===== src/rtl/fwd_hazard_unit_pkg.sv =====
// fwd_hazard_unit_pkg
//   Shared configuration for the forwarding/hazard unit: default parameter
//   values, the register-file select encoding, and a helper that picks the
//   minimum forwarding distance for a producer kind.
//   No ports (package).
package fwd_hazard_unit_pkg;

  localparam int DEF_DEPTH        = 3;
  localparam int DEF_REG_W        = 5;
  localparam int DEF_NUM_SRC      = 3;
  localparam int DEF_EXE_ALU_MIN  = 1;
  localparam int DEF_EXE_LOAD_MIN = 2;
  localparam int DEF_ID_ALU_MIN   = 2;
  localparam int DEF_ID_LOAD_MIN  = 3;
  localparam int DEF_CNT_W        = 16;
  localparam int DEF_SW           = $clog2(DEF_DEPTH + 1);

  // Select value meaning "read the register file" (no forwarding).
  localparam int FWD_RF = 0;

  // Minimum distance at which a producer's result can reach a consumer.
  function automatic int min_dist(input logic is_load, input int alu_min, input int load_min);
    return is_load ? load_min : alu_min;
  endfunction

endpackage


===== src/rtl/fwd_hazard_unit_if.sv =====
// fwd_hazard_unit_if
//   Bundles the ID-stage decode information flowing into the hazard unit and
//   the forwarding selects / stall information flowing back to the pipeline.
//   master: pipeline side (drives decode info, reads selects/stall).
//   slave : hazard unit side.
//   Signals: Freeze, Flush, ID_Valid, ID_Src_Reg, ID_Src_Use_ID,
//            ID_Src_Use_EXE, ID_Reg_Write, ID_Dest_Reg, ID_Load (to unit);
//            ID_Fwd_Select, EXE_Fwd_Select, Stall, Stall_Cycles (from unit).
interface fwd_hazard_unit_if
  import fwd_hazard_unit_pkg::*;
#(
  parameter int NUM_SRC = DEF_NUM_SRC,
  parameter int REG_W   = DEF_REG_W,
  parameter int SW      = DEF_SW,
  parameter int CNT_W   = DEF_CNT_W
);
  logic                     Freeze;
  logic                     Flush;
  logic                     ID_Valid;
  logic [NUM_SRC*REG_W-1:0] ID_Src_Reg;
  logic [NUM_SRC-1:0]       ID_Src_Use_ID;
  logic [NUM_SRC-1:0]       ID_Src_Use_EXE;
  logic                     ID_Reg_Write;
  logic [REG_W-1:0]         ID_Dest_Reg;
  logic                     ID_Load;
  logic [NUM_SRC*SW-1:0]    ID_Fwd_Select;
  logic [NUM_SRC*SW-1:0]    EXE_Fwd_Select;
  logic                     Stall;
  logic [CNT_W-1:0]         Stall_Cycles;

  modport master (
    output Freeze, Flush, ID_Valid, ID_Src_Reg, ID_Src_Use_ID, ID_Src_Use_EXE,
           ID_Reg_Write, ID_Dest_Reg, ID_Load,
    input  ID_Fwd_Select, EXE_Fwd_Select, Stall, Stall_Cycles
  );

  modport slave (
    input  Freeze, Flush, ID_Valid, ID_Src_Reg, ID_Src_Use_ID, ID_Src_Use_EXE,
           ID_Reg_Write, ID_Dest_Reg, ID_Load,
    output ID_Fwd_Select, EXE_Fwd_Select, Stall, Stall_Cycles
  );
endinterface


===== src/rtl/fwd_hazard_unit_fwd_match_prio.sv =====
// fwd_match_prio
//   Priority matcher for one source operand against the in-flight history.
//   Ports:
//     hist_valid [DEPTH] : entry d valid (bit d-1), already gated by write & dest!=0
//     hist_dest  [DEPTH*REG_W] : destination of entry d at [(d-1)*REG_W +: REG_W]
//     hist_load  [DEPTH] : entry d is a load
//     src        : source register number
//     sel        : distance d of the youngest matching entry, FWD_RF if none
//     hit        : a match was found
//     load       : the matched producer is a load
module fwd_match_prio
  import fwd_hazard_unit_pkg::*;
#(
  parameter int DEPTH = DEF_DEPTH,
  parameter int REG_W = DEF_REG_W,
  parameter int SW    = $clog2(DEPTH + 1)
) (
  input  logic [DEPTH-1:0]       hist_valid,
  input  logic [DEPTH*REG_W-1:0] hist_dest,
  input  logic [DEPTH-1:0]       hist_load,
  input  logic [REG_W-1:0]       src,
  output logic [SW-1:0]          sel,
  output logic                   hit,
  output logic                   load
);

  // Scan from oldest to youngest so the youngest match overwrites the rest.
  always_comb begin
    sel  = SW'(FWD_RF);
    hit  = 1'b0;
    load = 1'b0;
    for (int d = DEPTH; d >= 1; d--) begin
      if (src != '0 && hist_valid[d-1] && hist_dest[(d-1)*REG_W +: REG_W] == src) begin
        sel  = SW'(d);
        hit  = 1'b1;
        load = hist_load[d-1];
      end
    end
  end

endmodule


===== src/rtl/fwd_hazard_unit.sv =====
// fwd_hazard_unit
//   Forwarding and hazard unit for the in-order pipeline. Keeps a shift
//   register of the last DEPTH in-flight destinations (bubbles included),
//   computes per-operand forwarding selects for ID and EXE consumers, raises
//   Stall on load-use and branch/JR hazards, and counts stall cycles.
//   Ports:
//     CLK   : clock
//     RESET : asynchronous active-low reset
//     bus   : fwd_hazard_unit_if.slave (decode info in, selects/stall out)
module fwd_hazard_unit
  import fwd_hazard_unit_pkg::*;
#(
  parameter int DEPTH        = DEF_DEPTH,
  parameter int REG_W        = DEF_REG_W,
  parameter int NUM_SRC      = DEF_NUM_SRC,
  parameter int EXE_ALU_MIN  = DEF_EXE_ALU_MIN,
  parameter int EXE_LOAD_MIN = DEF_EXE_LOAD_MIN,
  parameter int ID_ALU_MIN   = DEF_ID_ALU_MIN,
  parameter int ID_LOAD_MIN  = DEF_ID_LOAD_MIN,
  parameter int CNT_W        = DEF_CNT_W
) (
  input  logic CLK,
  input  logic RESET,
  fwd_hazard_unit_if.slave bus
);

  localparam int SW = $clog2(DEPTH + 1);

  // History: bit/slice d-1 holds the instruction d slots ahead of ID.
  logic [DEPTH-1:0]       valid_reg;
  logic [DEPTH-1:0]       load_reg;
  logic [DEPTH*REG_W-1:0] dest_reg;

  logic [NUM_SRC*SW-1:0]  exe_sel_reg;
  logic [NUM_SRC*SW-1:0]  exe_sel_next;
  logic [NUM_SRC*SW-1:0]  id_sel;
  logic [NUM_SRC-1:0]     hazard;
  logic [CNT_W-1:0]       cnt_reg;

  logic stall;
  logic bubble;
  logic new_valid;

  genvar gi;
  generate
    for (gi = 0; gi < NUM_SRC; gi++) begin : g_src
      logic [SW-1:0] m_sel;
      logic          m_hit;
      logic          m_load;

      fwd_match_prio #(
        .DEPTH (DEPTH),
        .REG_W (REG_W),
        .SW    (SW)
      ) u_match (
        .hist_valid (valid_reg),
        .hist_dest  (dest_reg),
        .hist_load  (load_reg),
        .src        (bus.ID_Src_Reg[gi*REG_W +: REG_W]),
        .sel        (m_sel),
        .hit        (m_hit),
        .load       (m_load)
      );

      assign id_sel[gi*SW +: SW] = bus.ID_Src_Use_ID[gi] ? m_sel : SW'(FWD_RF);

      // A producer closer than the minimum distance cannot have its result
      // ready when this consumer needs it.
      assign hazard[gi] = m_hit &
        ((bus.ID_Src_Use_ID[gi]  & (int'(m_sel) < min_dist(m_load, ID_ALU_MIN,  ID_LOAD_MIN))) |
         (bus.ID_Src_Use_EXE[gi] & (int'(m_sel) < min_dist(m_load, EXE_ALU_MIN, EXE_LOAD_MIN))));

      // Distance is unchanged as producer and consumer advance together, so
      // the ID-time match is exactly the select needed once in EXE.
      assign exe_sel_next[gi*SW +: SW] =
        (bubble || !bus.ID_Src_Use_EXE[gi]) ? SW'(FWD_RF) : m_sel;
    end
  endgenerate

  assign stall     = bus.ID_Valid & ~bus.Flush & (|hazard);
  assign bubble    = stall | bus.Flush | ~bus.ID_Valid;
  assign new_valid = bus.ID_Reg_Write & (bus.ID_Dest_Reg != '0);

  always_ff @(posedge CLK or negedge RESET) begin
    if (!RESET) begin
      valid_reg   <= '0;
      load_reg    <= '0;
      dest_reg    <= '0;
      exe_sel_reg <= '0;
      cnt_reg     <= '0;
    end else if (!bus.Freeze) begin
      valid_reg   <= (valid_reg << 1) | DEPTH'(~bubble & new_valid);
      load_reg    <= (load_reg << 1)  | DEPTH'(~bubble & bus.ID_Load);
      dest_reg    <= (dest_reg << REG_W) |
                     (DEPTH*REG_W)'(bubble ? '0 : bus.ID_Dest_Reg);
      exe_sel_reg <= exe_sel_next;
      if (stall && cnt_reg != '1) begin
        cnt_reg <= cnt_reg + 1'b1;
      end
    end
  end

  assign bus.ID_Fwd_Select  = id_sel;
  assign bus.EXE_Fwd_Select = exe_sel_reg;
  assign bus.Stall          = stall;
  assign bus.Stall_Cycles   = cnt_reg;

endmodule

===== src/flat_wrapper.sv =====
// flat-port wrapper written by rule: the top's interface ports become plain ports
module fwd_hazard_unit_flat import fwd_hazard_unit_pkg::*;
#(
  parameter int DEPTH        = DEF_DEPTH,
  parameter int REG_W        = DEF_REG_W,
  parameter int NUM_SRC      = DEF_NUM_SRC,
  parameter int EXE_ALU_MIN  = DEF_EXE_ALU_MIN,
  parameter int EXE_LOAD_MIN = DEF_EXE_LOAD_MIN,
  parameter int ID_ALU_MIN   = DEF_ID_ALU_MIN,
  parameter int ID_LOAD_MIN  = DEF_ID_LOAD_MIN,
  parameter int CNT_W        = DEF_CNT_W
)
  (CLK, RESET, bus_Freeze, bus_Flush, bus_ID_Valid, bus_ID_Src_Reg, bus_ID_Src_Use_ID, bus_ID_Src_Use_EXE, bus_ID_Reg_Write, bus_ID_Dest_Reg, bus_ID_Load, bus_ID_Fwd_Select, bus_EXE_Fwd_Select, bus_Stall, bus_Stall_Cycles);
  fwd_hazard_unit_if #(.NUM_SRC(NUM_SRC), .REG_W(REG_W), .CNT_W(CNT_W)) bus_i ();
  input  logic CLK;
  input  logic RESET;
  input wire logic [$bits(bus_i.Freeze)-1:0] bus_Freeze;
  input wire logic [$bits(bus_i.Flush)-1:0] bus_Flush;
  input wire logic [$bits(bus_i.ID_Valid)-1:0] bus_ID_Valid;
  input wire logic [$bits(bus_i.ID_Src_Reg)-1:0] bus_ID_Src_Reg;
  input wire logic [$bits(bus_i.ID_Src_Use_ID)-1:0] bus_ID_Src_Use_ID;
  input wire logic [$bits(bus_i.ID_Src_Use_EXE)-1:0] bus_ID_Src_Use_EXE;
  input wire logic [$bits(bus_i.ID_Reg_Write)-1:0] bus_ID_Reg_Write;
  input wire logic [$bits(bus_i.ID_Dest_Reg)-1:0] bus_ID_Dest_Reg;
  input wire logic [$bits(bus_i.ID_Load)-1:0] bus_ID_Load;
  output wire logic [$bits(bus_i.ID_Fwd_Select)-1:0] bus_ID_Fwd_Select;
  output wire logic [$bits(bus_i.EXE_Fwd_Select)-1:0] bus_EXE_Fwd_Select;
  output wire logic [$bits(bus_i.Stall)-1:0] bus_Stall;
  output wire logic [$bits(bus_i.Stall_Cycles)-1:0] bus_Stall_Cycles;
  assign bus_i.Freeze = bus_Freeze;
  assign bus_i.Flush = bus_Flush;
  assign bus_i.ID_Valid = bus_ID_Valid;
  assign bus_i.ID_Src_Reg = bus_ID_Src_Reg;
  assign bus_i.ID_Src_Use_ID = bus_ID_Src_Use_ID;
  assign bus_i.ID_Src_Use_EXE = bus_ID_Src_Use_EXE;
  assign bus_i.ID_Reg_Write = bus_ID_Reg_Write;
  assign bus_i.ID_Dest_Reg = bus_ID_Dest_Reg;
  assign bus_i.ID_Load = bus_ID_Load;
  assign bus_ID_Fwd_Select = bus_i.ID_Fwd_Select;
  assign bus_EXE_Fwd_Select = bus_i.EXE_Fwd_Select;
  assign bus_Stall = bus_i.Stall;
  assign bus_Stall_Cycles = bus_i.Stall_Cycles;
  fwd_hazard_unit #(.DEPTH(DEPTH), .REG_W(REG_W), .NUM_SRC(NUM_SRC), .EXE_ALU_MIN(EXE_ALU_MIN), .EXE_LOAD_MIN(EXE_LOAD_MIN), .ID_ALU_MIN(ID_ALU_MIN), .ID_LOAD_MIN(ID_LOAD_MIN), .CNT_W(CNT_W)) u_core (.CLK(CLK), .RESET(RESET), .bus(bus_i));
endmodule

===== config.mk =====
export PLATFORM = sky130hd
export DESIGN_NAME = fwd_hazard_unit_flat
export DESIGN_NICKNAME = d
export VERILOG_FILES = /design/src/rtl/fwd_hazard_unit_pkg.sv /design/src/rtl/fwd_hazard_unit_if.sv /design/src/rtl/fwd_hazard_unit_fwd_match_prio.sv /design/src/rtl/fwd_hazard_unit.sv /design/src/flat_wrapper.sv
export SDC_FILE = /design/constraint.sdc
export NUM_CORES = 1
export LEC_CHECK = 0
export CAP_MARGIN = 20
export CORE_MARGIN = 2
export CORE_UTILIZATION = 30
export DETAILED_ROUTE_END_ITERATION = 10
export GPL_ROUTABILITY_DRIVEN = 0
export GPL_TIMING_DRIVEN = 0
export PLACE_DENSITY = 0.54
export SLEW_MARGIN = 15
export SYNTH_ARGS = -nofsm -noshare
export SYNTH_HDL_FRONTEND = slang
export SYNTH_SLANG_ARGS = --single-unit

===== constraint.sdc =====
create_clock -name CLK -period 2.7 [get_ports CLK]
set_clock_uncertainty 0.2 [all_clocks]
set_input_delay 0.405 -clock CLK [delete_from_list [all_inputs] [get_ports CLK]]
set_output_delay 0.405 -clock CLK [all_outputs]
set_load 0.005 [all_outputs]

==> results.toml <==
[status]
outcome = "finished, violations left"
violations = "negative setup slack"

[power_and_ir_drop]
p_sw_uw = 414
intPower_mw = 1.11
max-vdd-ir-drop_mv = 0.233
pwr-share-clk = 0.343
pwr-share-comb = 0.204
power.share.sequential = 0.453
p_leak_nw = 1.66
cellPowerDensity_nw_per_um2 = 375
sw_frac_of_total = 0.271
power_mw = 1.53

[die]
io_pins = 62
core_area_um2 = 8760
die_h_um = 99.5
rows = 34
start_util = 0.312
dieArea_um2 = 9900
die_x_um = 99.5

[worst_setup_path]
cp-end-kind = "primary output"
critPathLaunchType = "flop"
required_ns = 2.10
arrival_ns = 2.25
critical_path.max_fanout = 7
worstSetupPathType = "flop to primary output"

[logic_synthesis]
synthMuxAreaShare = 0.0576
synth.area.top_cells = "dfrtp_1, xnor2_1, xor2_1"
synth_nets = 300
syn_inst = 266
synth_cell_type_count = 47
synth_area_um2 = 2740
ys_async_sr_fraction = 1.00
yosys.area.top_type = "dfrtp_1"
ys.flop_type = "dfrtp_1"
syn_avg_cell_area_um2 = 10.3
synthAdderAreaFrac = 0.00457
synth_top_family_by_area = "simple AND/OR/NAND/NOR gates"
synth-xor-area-share = 0.183
synth_edf_count = 0
synth.ff_latch_count = 42
synth-simple-area-share = 0.192
synth_top_area_share = 0.384
yosysSeqAreaShare = 0.384
synth_compound_area_frac = 0.143
yosys_warnings = 0

[timing]
hold_violations = 0
fin_crit_sh = 1.06
slew_headroom = 0.608
layout_setup_ws_ns = -0.152
setup_viol = 2
tightestPinTransition_ns = 0.589
fin_crit_ns = 2.85
fin_hold_ws_ns = 0.295
rsz0062_at_grt = "yes"
fmax_ghz = 0.351
slew_violations = 0

[layout]
drive_gt1_frac = 0.363
register_area_um2 = 1060
area_delta_synth_final_pct = 49.2
final_cell_mix = "clkdlybuf4s50_1, dfrtp_1, buf_4, xnor2_1, xor2_1"
antenna_cells = 0
final_nets = 400
multi_input_area_um2 = 1850
fillers = 845
largest_reg_flops = 16

[clock_tree]
cts_made_buffers = 5
clk_latency_ns = 0.30
clock_path_buffers = 2
clk_pin_slew_ns = 0.08
clkSinkCount = 42
clock-root-buffer = "clkbuf_8"
cts_tree = "done"
cts_max_level = 2

[global_route]
track_usage = 0.169
grt_pass1_vias = 2351
met2_usage = 0.265
overflow = 0
grt_use_met1 = 0.248
grt_max_degree = 33
antenna_found_initial = 0
grt_pass1_wl_um = 13100
use_met3 = 0.0218
grt-busiest-layer = "met2"

[detailed_routing]
drc_errors = 0
vias = 2420
drt_iter0_drc = 131
routed_via_density = 5.11
ant_nets = 0
routedWlPerCell_um = 17.3
finalWirelength_um = 8210
firstDrtPassIters = 4

[hold_path]
hold_class = "flop to flop"

[placement]
post-dp-hpwl_um = 5880
dp_slack_ns = -1.14
io_buffer_count = 60

[job]
cap_violations = 0
[critical path, cell delays in order (launching register included)]
cell and delay [ns]:
dfrtp_2 0.41, buf_4 0.14, xnor2_1 0.15, nand2_1 0.10, or3_4 0.39, o2bb2a_4 0.27
and3_4 0.18, nor3b_2 0.17, buf_2 0.14
[cell type report]
class                   instances  share of cell area
plain buffers                   7              0.0110
clock buffers                   6              0.0202
clock inverters                 1             0.00736
inverters                       8             0.00736
multi-input cells             206               0.452
flip-flops and latches         42               0.259
well taps                     108              0.0331
repair buffers                 96               0.209
[power groups by stage]
| stage | sequential (mW) | clock, mW | combinational, mW |
|---|---|---|---|
| 2_1_floorplan | 0.693 | 0 | 0.124 |
| 3_3_place_gp | 0.708 | 0 | 0.222 |
| 3_5_place_dp | 0.707 | 0 | 0.230 |
| 4_1_cts | 0.691 | 0.538 | 0.299 |
| 5_1_grt | 0.697 | 0.568 | 0.337 |
| 6_report | 0.693 | 0.524 | 0.312 |
[repair_timing]
action | in CTS | in global routing
hold buffers | 1 | 0
setup buffers | 26 | 8
endpoints found under the setup margin | 28 | 11
pin swaps | 31 | 20
resized for setup | 112 | 18
endpoints found under the hold margin | 10 | 0
[layer usage]
layer,vias up,wire length (µm)
met4,0,87
li1,1182,-
met3,7,410
met1,1172,3870
met5,-,0
met2,59,3850
[final timing paths]
path	startpoint	endpoint	slack [ns]	cells after the start
worst min register to register	u_core.bus.EXE_Fwd_Select[5]	u_core.bus.EXE_Fwd_Select[5]	0.29	2
worst max-delay path	u_core.dest_reg[8]	bus_Stall	-0.15	8
worst max register to register	u_core.dest_reg[8]	u_core.bus.Stall_Cycles[1]	0.17	8
worst min-delay path	u_core.bus.EXE_Fwd_Select[5]	u_core.bus.EXE_Fwd_Select[5]	0.29	2
min in group asynchronous	RESET	u_core.bus.EXE_Fwd_Select[0]	0.31	2
max in group asynchronous	RESET	u_core.valid_reg[1]	1.53	3
[kinds of logic after synthesis]
kind of cell	count (synthesis)
fa+ha+maj	1
buf+inv	18
simple gates	88
flops	42
mux	14
compound gates	46
xor+xnor	57
[through the flow]
stage	area [µm²]	std cells	util	TNS (ns)
floorplan	2740	266	-	0
global placement	3470	434	0.396	-23.28
detailed placement	3490	435	0.398	-16.05
CTS	4000	467	0.456	-0.385
global route	4080	474	0.466	-0.538
finish	4080	474	0.466	-0.194
[synthesized netlist by cell type (3+ instances only)]
cell / n
a21oi_1: 6
a311oi_1: 11
a32o_1: 6
and2_1: 6
buf_6: 3
clkbuf_1: 4
dfrtp_1: 42
inv_1: 7
mux2_2: 13
nand2_1: 18
nand3_1: 5
nand4_1: 12
nor2_1: 11
nor4_1: 5
nor4_2: 3
o21ai_0: 4
o31ai_2: 3
or2_2: 3
or3_1: 5
or4_1: 7
xnor2_1: 34
xor2_1: 23
No activity file was read; power rests on OpenSTA's default activity.
==> variant: new RTL, same flow settings <==
`DEF_REG_W`: 5 -> 4.
--- a/src/rtl/fwd_hazard_unit_pkg.sv
+++ b/src/rtl/fwd_hazard_unit_pkg.sv
@@ -7,5 +7,5 @@
 
   localparam int DEF_DEPTH        = 3;
-  localparam int DEF_REG_W        = 5;
+  localparam int DEF_REG_W        = 4;
   localparam int DEF_NUM_SRC      = 3;
   localparam int DEF_EXE_ALU_MIN  = 1;
Ports: changed (resized bus_ID_Dest_Reg and bus_ID_Src_Reg); port bits go from 62 to 58. The function was not compared with the original's and may differ.
==> variant against the unedited design <==
Via count is 16% lower; cell area shrank 14%; non-clock buffer count shrank 18; total power is 7.4% lower; largest power group unchanged; wire length down 23%; synthesized area is 9.4% lower; synthesized cell count fell by 10%; cell count down 12%; first-iteration DRC count is 40% lower; worst setup slack gained 140 ps; sequential cell count decreased by 3; worst hold slack is essentially flat; combinational power shrank 17%; the flow still finishes with violations (setup timing); critical path depth did not move.
==> variant: results (changes against the unedited design) <==
Timing
  • Setup WS post-layout: -12.3 ps (+139 ps)
  • Max-slew headroom: 0.635 (+0.0269)
  • Worst hold slack: 295 ps (-0.423 ps)
  • # setup viols final: 1 (-1)

Yosys
  • Commonest cells in the synthesized netlist: dfrtp_1 (39), xor2_1 (23), xnor2_1 (21), nand2_1 (14), mux2_2 (11)
  • Net count after synthesis: 269 (-10%)
  • Main synth FF type: dfrtp_1
  • Post-synthesis average cell area: 10.4 um^2 (+0.81%)
  • Number of distinct standard cells referenced by the synthesized netlist: 39 (-17%)
  • Fraction of registers with async set or reset after synthesis: 1.00 (unchanged)
  • Share of the yosys chip area belonging to registers: 0.394 (+0.00968)
  • Biggest area contributors in the synthesized netlist: dfrtp_1 (39%), xor2_1 (8.1%), xnor2_1 (7.4%)
  • Yosys warns: 0 (unchanged)

Layout
  • Proportion of layout cells with a drive suffix above 1: 0.296 (-0.0676)
  • Count of nets after finishing: 340 (-15%)
  • Count of placed standard cells in the final layout, fillers left out: 416 (-12%)
  • Number of flip-flops under the largest register name: 16 (unchanged)

Worst setup path
  • Delay of the slowest critical-path stage: 450 ps (+40 ps)
  • Setup slack of the most critical reg-to-reg path: 110 ps (-60 ps)
  • Arrival time worst endpoint: 2110 ps (-140 ps)
  • Critical-path maximum fanout: 6 (-1)

Placement
  • HPWL reported at the end of detailed placement: 4620 um (-21%)
  • Setup slack at placement: -806 ps (+332 ps)
  • Count of buffers from port buffering: 49 (-18%)
  • Dpl cells: 394 (-9.4%)

Global route
  • Via count of the first global-routing pass: 2,068 (-12%)
  • Largest net degree at the start of global routing: 21 (-36%)
  • Initial antenna violation count: 0 (unchanged)
  • First-pass GRT wire length: 10,300 um (-21%)
  • Global Route Usage Sum: 0.147 (-0.0220)

Power
  • P_leak: 1.55 nW (-7.1%)
  • VDD IR max: 0.201 mV (-14%)

Drt
  • Vias post-DR: 2,027 (-16%)
  • Final routed wirelength across all metal layers: 6350 um (-23%)
  • Drt first-iter violations: 79 (-40%)

Run status
  • Run status: finished with violations
  • Violated checks: setup timing

Clock tree
  • Insertion delay of the later-clocked pin in the worst-skew pair: 290 ps
[variant: changes by cell type after synthesis, sizes merged, moves of 7 or more]
cell | before | now
nor3 | 2 | 14
xnor2 | 34 | 22
buf | 6 | 13
a311oi | 11 | 0
[variant: worst paths after layout]
path | startpoint | to | cells past startpoint
max in group asynchronous | RESET | u_core.dest_reg[5] | 3
setup reg to reg | u_core.dest_reg[4] | u_core.bus.Stall_Cycles[14] | 8
setup / recovery | u_core.dest_reg[4] | bus_ID_Fwd_Select[5] | 8
hold / removal | u_core.bus.Stall_Cycles[9] | u_core.bus.Stall_Cycles[9] | 1
hold reg to reg | u_core.bus.Stall_Cycles[9] | u_core.bus.Stall_Cycles[9] | 1
min in group asynchronous | RESET | u_core.dest_reg[11] | 2
[variant: per-layer routing]
metal	vias to the layer above	part of all wire	track usage	routed length, um
met4	0	0.011	0.0374	70
li1	998	-	-	-
met5	-	0	0	0
met3	6	0.034	0.0271	214
met1	978	0.49	0.200	3090
met2	45	0.47	0.239	2970
[variant: cell type report]
class	instances	area [um^2]
buffer	16	97.6
clock buffer	6	82.6
clock inverter	2	35.0
fill	799	4570
inverter	1	3.75
multi-input combinational	178	1550
sequential	39	981
tap	105	131
timing repair buffer	69	637
[variant: cells by family after synthesis]
family | Yosys count | share of synthesized area
fa+ha+maj | 1 | 0.00505
flops | 39 | 0.394
mux | 14 | 0.0636
simple gates | 89 | 0.234
buf+inv | 22 | 0.0525
xor+xnor | 45 | 0.162
compound gates | 29 | 0.0884
[variant: worst max-delay path, delay by kind of cell (launching register included)]
| family | cells | cell delay, ps |
|---|---|---|
| DFF | 1 | 450 |
| AOI/OAI and AO/OA | 2 | 500 |
| and+or+nand+nor | 3 | 310 |
| buffers and inverters | 3 | 550 |
[variant: repair_timing]
item / in CTS / in global routing
endpoints found under the setup margin: 13 / 30
setup buffers: 13 / 5
resized for setup: 37 / 23
pin swaps: 13 / 14
hold buffers: 1 / 0
cloned: 0 / 0
hold endpoints to repair: 19 / 0
[variant: through the flow]
stage | setup TNS, ps | area, um^2
2_1_floorplan | 0 | 2480
3_3_place_gp | -11550 | 3100
4_1_cts | -204 | 3420
6_report | -12.3 | 3520
5_1_grt | -158 | 3520
3_5_place_dp | -10060 | 3120
[variant: power by group]
part,internal (W),switching (W)
combinational,0.000137,0.000123
sequential,0.000605,0.0000320
clock,0.000299,0.000219
total,0.00104,0.000374
